==> src/rtl/rvfi_imem_bus_pkg.sv <==
// Shared definitions for the formal instruction-fetch stub and its checker.
// Holds the default address width and the pinned-halfword substitution function.
package rvfi_imem_bus_pkg;

  localparam int unsigned IMEM_XLEN = 32;

  localparam int unsigned IMEM_MAX_XLEN = 64;

  // Addresses arrive zero-extended to 64 bits; xlen masks the addr+2 wrap so
  // the top halfword of the address space pairs with address 0.
  function automatic logic [31:0] imem_subst(
    input logic [63:0]  addr,
    input logic [63:0]  pin_addr,
    input logic [15:0]  pin_data,
    input logic [31:0]  fill,
    input int unsigned  xlen
  );
    logic [63:0] mask;
    logic [63:0] hi_addr;
    logic [31:0] word;
    mask    = (xlen >= IMEM_MAX_XLEN) ? '1 : ((64'd1 << xlen) - 64'd1);
    hi_addr = (addr + 64'd2) & mask;
    word[15:0]  = ((addr & mask) == (pin_addr & mask)) ? pin_data : fill[15:0];
    word[31:16] = (hi_addr == (pin_addr & mask)) ? pin_data : fill[31:16];
    return word;
  endfunction

endpackage

==> src/rtl/rvfi_imem_fifo.sv <==
// In-order circular FIFO where each entry carries a latency countdown; the
// head is only presented once its countdown has reached zero.
module rvfi_imem_fifo #(
  parameter int unsigned DEPTH   = 4,
  parameter int unsigned LATENCY = 1,
  parameter int unsigned WIDTH   = 33
) (
  input  logic             clk,
  input  logic             reset,
  input  logic             push,
  input  logic [WIDTH-1:0] push_data,
  input  logic             pop,
  output logic             full,
  output logic             head_valid,
  output logic [WIDTH-1:0] head_data
);

  localparam int unsigned PW   = (DEPTH > 1) ? $clog2(DEPTH) : 1;
  localparam int unsigned CNTW = $clog2(DEPTH) + 1;
  localparam int unsigned AW   = $clog2(LATENCY + 1);

  logic [WIDTH-1:0] data_q [DEPTH];
  logic [AW-1:0]    age_q  [DEPTH];
  logic [PW-1:0]    head_q;
  logic [PW-1:0]    tail_q;
  logic [CNTW-1:0]  count_q;

  function automatic logic [PW-1:0] next_ptr(input logic [PW-1:0] ptr);
    return (ptr == PW'(DEPTH - 1)) ? '0 : ptr + 1'b1;
  endfunction

  always_ff @(posedge clk) begin
    if (reset) begin
      head_q  <= '0;
      tail_q  <= '0;
      count_q <= '0;
      for (int i = 0; i < DEPTH; i++) age_q[i] <= '0;
    end else begin
      if (push) tail_q <= next_ptr(tail_q);
      if (pop)  head_q <= next_ptr(head_q);
      case ({push, pop})
        2'b10:   count_q <= count_q + 1'b1;
        2'b01:   count_q <= count_q - 1'b1;
        default: count_q <= count_q;
      endcase
      // Free slots always hold age 0 (only aged-out entries are popped), so
      // ageing every non-zero slot is the same as ageing occupied ones.
      for (int i = 0; i < DEPTH; i++) begin
        if (push && (tail_q == PW'(i))) age_q[i] <= AW'(LATENCY - 1);
        else if (age_q[i] != '0)        age_q[i] <= age_q[i] - 1'b1;
      end
    end
  end

  always_ff @(posedge clk) begin
    if (push) data_q[tail_q] <= push_data;
  end

  assign full       = (count_q == CNTW'(DEPTH));
  assign head_valid = (count_q != '0) && (age_q[head_q] == '0);
  assign head_data  = data_q[head_q];

endmodule

==> src/rtl/rvfi_imem_bus.sv <==
// Instruction-fetch stub for the formal harness: the halfword at imem_addr
// always reads as imem_data, everything else comes from fill_data.
module rvfi_imem_bus
  import rvfi_imem_bus_pkg::*;
#(
  parameter int unsigned XLEN    = IMEM_XLEN,
  parameter int unsigned DEPTH   = 4,
  parameter int unsigned LATENCY = 1
) (
  input  logic            clk,
  input  logic            reset,
  input  logic [XLEN-1:0] imem_addr,
  input  logic [15:0]     imem_data,
  input  logic [31:0]     fill_data,
  input  logic            stall,
  input  logic            req_valid,
  output logic            req_ready,
  input  logic [XLEN-1:0] req_addr,
  output logic            resp_valid,
  input  logic            resp_ready,
  output logic [31:0]     resp_data,
  output logic            resp_err
);

  logic        push;
  logic        pop;
  logic        full;
  logic        head_valid;
  logic [31:0] subst_word;
  logic [32:0] push_entry;
  logic [32:0] head_entry;

  // Both sides transfer on valid && ready. req_ready depends only on occupancy
  // and stall (never on resp_ready); resp_valid/data/err stay put until popped.
  assign req_ready  = !reset && !stall && !full;
  assign push       = req_valid && req_ready;
  assign resp_valid = !reset && head_valid;
  assign pop        = resp_valid && resp_ready;

  assign subst_word = imem_subst(64'(req_addr), 64'(imem_addr), imem_data,
                                 fill_data, XLEN);
  // Misaligned fetches return the raw fill word with the error flag set.
  assign push_entry = {(req_addr[0] ? fill_data : subst_word), req_addr[0]};

  rvfi_imem_fifo #(
    .DEPTH   (DEPTH),
    .LATENCY (LATENCY),
    .WIDTH   (33)
  ) u_fifo (
    .clk        (clk),
    .reset      (reset),
    .push       (push),
    .push_data  (push_entry),
    .pop        (pop),
    .full       (full),
    .head_valid (head_valid),
    .head_data  (head_entry)
  );

  assign resp_data = resp_valid ? head_entry[32:1] : 32'd0;
  assign resp_err  = resp_valid ? head_entry[0]    : 1'b0;

endmodule

==> config.mk <==
export PLATFORM = sky130hd
export DESIGN_NAME = rvfi_imem_bus
export DESIGN_NICKNAME = d
export VERILOG_FILES = /design/src/rtl/rvfi_imem_bus_pkg.sv /design/src/rtl/rvfi_imem_fifo.sv /design/src/rtl/rvfi_imem_bus.sv
export SDC_FILE = /design/constraint.sdc
export NUM_CORES = 1
export LEC_CHECK = 0
export BUFFER_PORTS_ARGS = -buffer_cell sky130_fd_sc_hd__buf_4
export CORE_ASPECT_RATIO = 0.75
export CORE_MARGIN = 2
export CORE_UTILIZATION = 35
export DETAILED_ROUTE_END_ITERATION = 12
export HOLD_SLACK_MARGIN = 0.12
export PLACE_DENSITY = 0.6
export SYNTH_ARGS = -nofsm -noshare
export SYNTH_HDL_FRONTEND = slang
export SYNTH_SLANG_ARGS = --single-unit
==> constraint.sdc <==
create_clock -name clk -period 3.2 [get_ports clk]
set_clock_uncertainty 0.15 [all_clocks]
set_input_delay 0.16 -clock clk [delete_from_list [all_inputs] [get_ports clk]]
set_output_delay 0.16 -clock clk [all_outputs]
set_load 0.03 [all_outputs]
; ---- After elaboration in Yosys (flattened, before gate mapping)
; Memories as Yosys holds them, arrays and structs flattened. A register that Yosys moved wholly into a read port is not among the register bits.
; Cells that the tools add are included.
; W data, S select, Z words.
[word_totals]
output_inout_bits = 35
word_cells = 100
mem_count = 2
inputBits = 117
ff_bits = 7
ramBits = 136
[memory_table]
columns = name, words, word_bits, rd, rd_clocked_by_memory_dff, wr, line_no
row1 = u_fifo.data_q, 4, 33, 1, 1, 1, rvfi_imem_fifo.sv:22  ; logic [WIDTH-1:0] data_q [DEPTH];
row2 = u_fifo.age_q, 4, 1, 5, 1, 4, rvfi_imem_fifo.sv:23  ; logic [AW-1:0] age_q [DEPTH];
[op_classes]
addsub = 9
n_reduce_logical = 16
mux = 52
bitwise = 9
n_eq_ne = 9
[op_table]
columns = op, n
row1 = $eq A32 B32 Y1, 2
row2 = $mux W32, 2
row3 = $mux W1, 41
row4 = $add A32 B2 Y32 const B, 1
row5 = $mux W16, 2
row6 = $mux W2, 6
row7 = $logic_and A1 B1 Y1, 10
row8 = $eq A2 B2 Y1 const B, 4
row9 = $or A1 B1 Y1, 8
row10 = $pmux W3 S2, 1
row11 = $add A2 B1 Y2 const B, 2
row12 = $eq A2 B1 Y1 const B, 2
row13 = $sub A1 B1 Y1 const B, 4
row14 = $add A3 B1 Y3 const B, 1
row15 = $eq A3 B3 Y1 const B, 1
row16 = $logic_not A1 Y1, 3
row17 = $reduce_bool A3 Y1, 1
row18 = $sub A3 B1 Y3 const B, 1
row19 = $logic_not A2 Y1, 1
row20 = $reduce_bool A2 Y1, 1
row21 = $not A1 Y1, 1

; ---- Logic depth before layout (Yosys ltp)
[logic_depth]
ltp_word = 10
mapped_depth = 11
depth_no_buf = 10

; ---- Modules after synthesis
; Synthesis repeated with hierarchy kept, for this count alone.
[hier_totals]
cells_unflattened = 475
hier_area_um2 = 7320.8
[by_module_without_submodules]
columns = mod, cells_each, area_each_um2, n_inst, seq_area_each_um2
row1 = rvfi_imem_fifo, 232, 5437.7, 1, 4264.1
row2 = rvfi_imem_bus, 243, 1883.1, 1, 0.0

; ---- Worst setup path after synthesis
; OpenSTA, ideal clock, no wires.
[synth_path]
path_type = reg-to-reg
start = register with a tool-made name
end = register u_fifo.count_q[2]
required_time_ns = 2.980
n_path_buf = 1
arrival_time_ns = 2.939
synth_period_minus_slack_ns = 3.159
path_slack_ns = 0.041
setup_ns = 0.070
stages_incl_launch_ff = 12
path_cell_list = dfxtp_1 clkbuf_1 mux4_2 nor3_1 nand2_1 inv_1 ha_1 inv_1 fa_1 xor2_1 or3_1 a21oi_1
[synth_rtl]
columns = item, line_no
row1 = to (signal assigned), rvfi_imem_fifo.sv:42  ; 2'b10: count_q <= count_q + 1'b1;
row2 = to (signal assigned), rvfi_imem_fifo.sv:43  ; 2'b01: count_q <= count_q - 1'b1;
row3 = to (signal assigned), rvfi_imem_fifo.sv:44  ; default: count_q <= count_q;
row4 = to (decl), rvfi_imem_fifo.sv:26  ; logic [CNTW-1:0] count_q;

; ---- Worst setup path after layout
[layout_path]
start = input port req_addr[0]
end = memory u_fifo.data_q[1][1], data pin
[layout_between]
elab_chain_len = 3
[layout_lines]
columns = item, line_no
row1 = from (decl), rvfi_imem_bus.sv:18  ; input logic [XLEN-1:0] req_addr,
row2 = $eq A32 B32 Y1, rvfi_imem_bus_pkg.sv:23  ; word[15:0] = ((addr & mask) == (pin_addr & mask)) ? pin_data : fill[15:0];
row3 = $mux W16, rvfi_imem_bus_pkg.sv:23
row4 = $mux W32 (*), rvfi_imem_bus.sv:43  ; assign push_entry = {(req_addr[0] ? fill_data : subst_word), req_addr[0]};
row5 = named net push_entry[1], rvfi_imem_bus.sv:30  ; logic [32:0] push_entry;
row6 = to (decl), rvfi_imem_fifo.sv:22
; Mark *: on every way through the listed nets, which the timed path passes. The rest lies on a longest branch.

==> flow_summary.json <==
{
  "status": "finished, final reports clean",
  "cts_tree": "yes",
  "timing.rr.start": "u_fifo.age_q[3]",
  "maxSlewHeadroom_pct": 52.2,
  "die-area_mm2": 0.0222,
  "critical_path.max_fanout": 16,
  "drv_cap": 0,
  "fin_crit_ps": 3040,
  "ys.warnings.count": 0,
  "drcViolationCount": 0,
  "grt_pass1_wl_um": 29100,
  "gp_congestion": 0.888,
  "async_reset_ff_share_pct": 0,
  "drt-vias-per-instance": 5.13,
  "synth.avg_cell_area_um2": 15.0,
  "vias": 5161,
  "vdd_drop_max_v": 0.000354,
  "hold_viol_final": 0,
  "overflow": 0,
  "fmax_ghz": 0.329,
  "required_ps": 3200,
  "track_usage_pct": 17.7,
  "hold_path_end": "u_fifo.tail_q[1]",
  "seq_area_frac_synth_pct": 58.0,
  "holdPathStages": 5,
  "min_path_type": "in -> reg",
  "rr_endpoint": "u_fifo.count_q[2]",
  "grt_max_degree": 35,
  "synth_top_area_share_pct": 55.5,
  "cp_top_family": "buffers and inverters",
  "finalSetupTns_ps": 0,
  "antenna_found_initial": 0,
  "final.period_utilization_pct": 95.1,
  "clk_pin_slew_ps": 60,
  "crit_buf_inv": 4,
  "worstMarginPinSlew_ps": 716,
  "syn_to_final_growth_pct": 36.8,
  "nets": 838,
  "setup_viol": 0,
  "power.leakage_nw": 3.71,
  "reg2reg_depth": 10,
  "synth_flop_cell": "edfxtp_1",
  "hpwl_um": 13700,
  "die_w_um": 171,
  "io_buffers": 151,
  "worstPathArrival_ps": 3040,
  "std_cell_rows": 45,
  "antenna_left": 0,
  "syn_area_mm2": 0.00736,
  "synth_edf_count": 136,
  "cts_buffer_depth": 2,
  "io_pins": 152,
  "htreeDepth": 4,
  "drt_wl_total_um": 19400,
  "hp-start": "stall",
  "die_y_um": 130,
  "yosys-top-cells-area": "edfxtp_1 (56%), mux4_2 (10%), mux2_2 (4.1%), and2_1 (3.1%), xnor2_1 (2.5%)",
  "ys_types": 60,
  "grt_setup_unrepaired": "false",
  "finalWorstSetupSlack_ps": 158,
  "root_buffer": "clkbuf_16",
  "final_max_slew_viol_count": 0,
  "drive_gt1_share_pct": 40.0,
  "crit_type": "in -> reg",
  "crit_path_start_kind": "input port",
  "cts.sinks": 145,
  "yosysTopAreaCell": "edfxtp_1",
  "numCtsBuffers": 17,
  "clk_latency_ps": 410,
  "antenna_cells": 0,
  "synth-seq-cells": 145,
  "crit_slowest_cell": "dlygate4sd3_1",
  "slowest_delay_ps": 600,
  "syn_inst": 491,
  "r2r_slack_ps": 440,
  "dp_slack_ps": 7.40,
  "start_util_pct": 36.0,
  "crit_chain": "dlygate4sd3_1 > buf_4 > nor2_2 > and4_1 > nand4_1 > or4_1 > buf_4 > mux2_2 > dlygate4sd3_1",
  "grt_pass1_vias": 5264,
  "first_iter_violations": 446,
  "firstDrtPassIters": 5,
  "p_per_area_mw_per_mm2": 471,
  "endpoint_kind": "flop",
  "core_mm2": 0.0204,
  "wl_per_cell_um": 19.2,
  "post-cts-setup-buffers": 0
}
==> worst reg2reg max path, cell delays in order, from the launching register on <==
cell      delay, ps
edfxtp_1        390
mux4_2          490
nor3_2          200
nand2_1         130
inv_1           120
ha_1            190
inv_1            60
fa_1            370
xor2_1          150
or3_1           310
a21oi_1         140
==> layout make-up <==
class / instances / area, um2
clock inverters: 14 / 200
well taps: 282 / 353
multi-input cells: 317 / 2980
flip-flops and latches: 145 / 4270
repair buffers: 219 / 1790
clock buffers: 17 / 425
inverters: 13 / 48.8
fillers: 1781 / 10400
==> per-stage QoR <==
stage	instances	util (%)	hold WS [ps]	power, mW	instance area (um2)
final	1007	49.2	167	4.74	10100
after detailed placement	923	43.5	245	2.62	8900
after floorplan	494	-	109	2.39	7370
after CTS	1007	49.2	140	4.78	10100
after global placement	923	43.5	242	2.61	8900
after global routing	1007	49.2	201	4.91	10100
==> state kept, by name, summed over array words and instances (netlist names), named ones only <==
signal and flops:
u_fifo.tail_q 2, u_fifo.count_q 3, u_fifo.data_q 132, u_fifo.head_q 2, u_fifo.age_q 4
==> cell usage in the layout, fill, tap and decap left out, types with 10 or more instances in the layout <==
cell type and count:
xor2_1 20, and2_1 37, nand4_1 11, mux2_4 10
inv_1 13, dlygate4sd3_1 53, mux4_2 34, nor2_1 17
xnor2_1 21, edfxtp_1 136, buf_4 165, mux2_2 27
clkbuf_16 17, nand2_1 16
==> where the power goes <==
group          total (mW)  switching (mW)  internal (mW)
clock network        2.10           0.783           1.32
logic               0.525           0.254          0.271
registers            2.12          0.0101           2.11
==> worst max path at each step <==
stage / end / cells past startpoint / slack, ps / startpoint
floorplan: u_fifo.count_q[2] / 11 / 40 / flop
global placement: u_fifo.data_q[0][30] / 11 / 70 / req_addr[1]
detailed placement: u_fifo.data_q[0][27] / 11 / 7 / req_addr[1]
CTS: u_fifo.data_q[1][1] / 9 / 30 / req_addr[0]
global route: u_fifo.data_q[1][1] / 9 / 20 / req_addr[0]
finish: u_fifo.data_q[1][1] / 9 / 160 / req_addr[0]
==> synth_stat cells, types with 2 or more instances <==
| cell | number |
|---|---|
| nand4b_1 | 5 |
| mux4_2 | 34 |
| nand2b_1 | 3 |
| a22oi_1 | 2 |
| nand2_1 | 16 |
| ha_1 | 7 |
| nor2_1 | 18 |
| o22ai_1 | 3 |
| mux2_4 | 10 |
| dfxtp_1 | 9 |
| edfxtp_1 | 136 |
| xor2_1 | 20 |
| a21oi_1 | 6 |
| and4_1 | 2 |
| or4_1 | 2 |
| nand3b_1 | 2 |
| buf_1 | 4 |
| o211ai_1 | 2 |
| or3_1 | 8 |
| clkbuf_1 | 11 |
| buf_6 | 2 |
| inv_1 | 13 |
| and2_1 | 37 |
| mux2i_1 | 3 |
| a211oi_1 | 2 |
| nand4_1 | 11 |
| o21ai_0 | 3 |
| nor4_1 | 6 |
| and3_1 | 10 |
| nor4_4 | 3 |
| xnor2_1 | 21 |
| nand3_1 | 8 |
| nor3b_1 | 4 |
| nor2b_1 | 3 |
| mux2_2 | 27 |
| a31oi_1 | 3 |
| nor3_1 | 8 |
| o31ai_1 | 5 |
==> kinds of logic after synthesis <==
group	Yosys count	share of synthesized area, %
muxes	74	17.0
buffers and inverters	32	1.91
AOI/OAI and AO/OA	36	3.50
other	1	0.0510
adders and majority gates	8	1.46
DFF	145	58.0
xor gates and xnor gates	41	4.88
and+or+nand+nor	154	13.2
==> repair_timing <==
item                                   in CTS  in global routing
hold buffers                               53                  0
endpoints found under the hold margin     145                  0
setup endpoints to repair                   0                  4
resized for setup                           0                  2
==> routing by layer <==
layer	global-route usage, %	wire length (um)	vias to the layer above
met4	4.64	160	0
met1	25.1	9030	2592
li1	-	-	2368
met3	3.36	1060	15
met2	28.1	9120	186
met5	0	0	-
No activity file was read; power rests on OpenSTA's default activity.
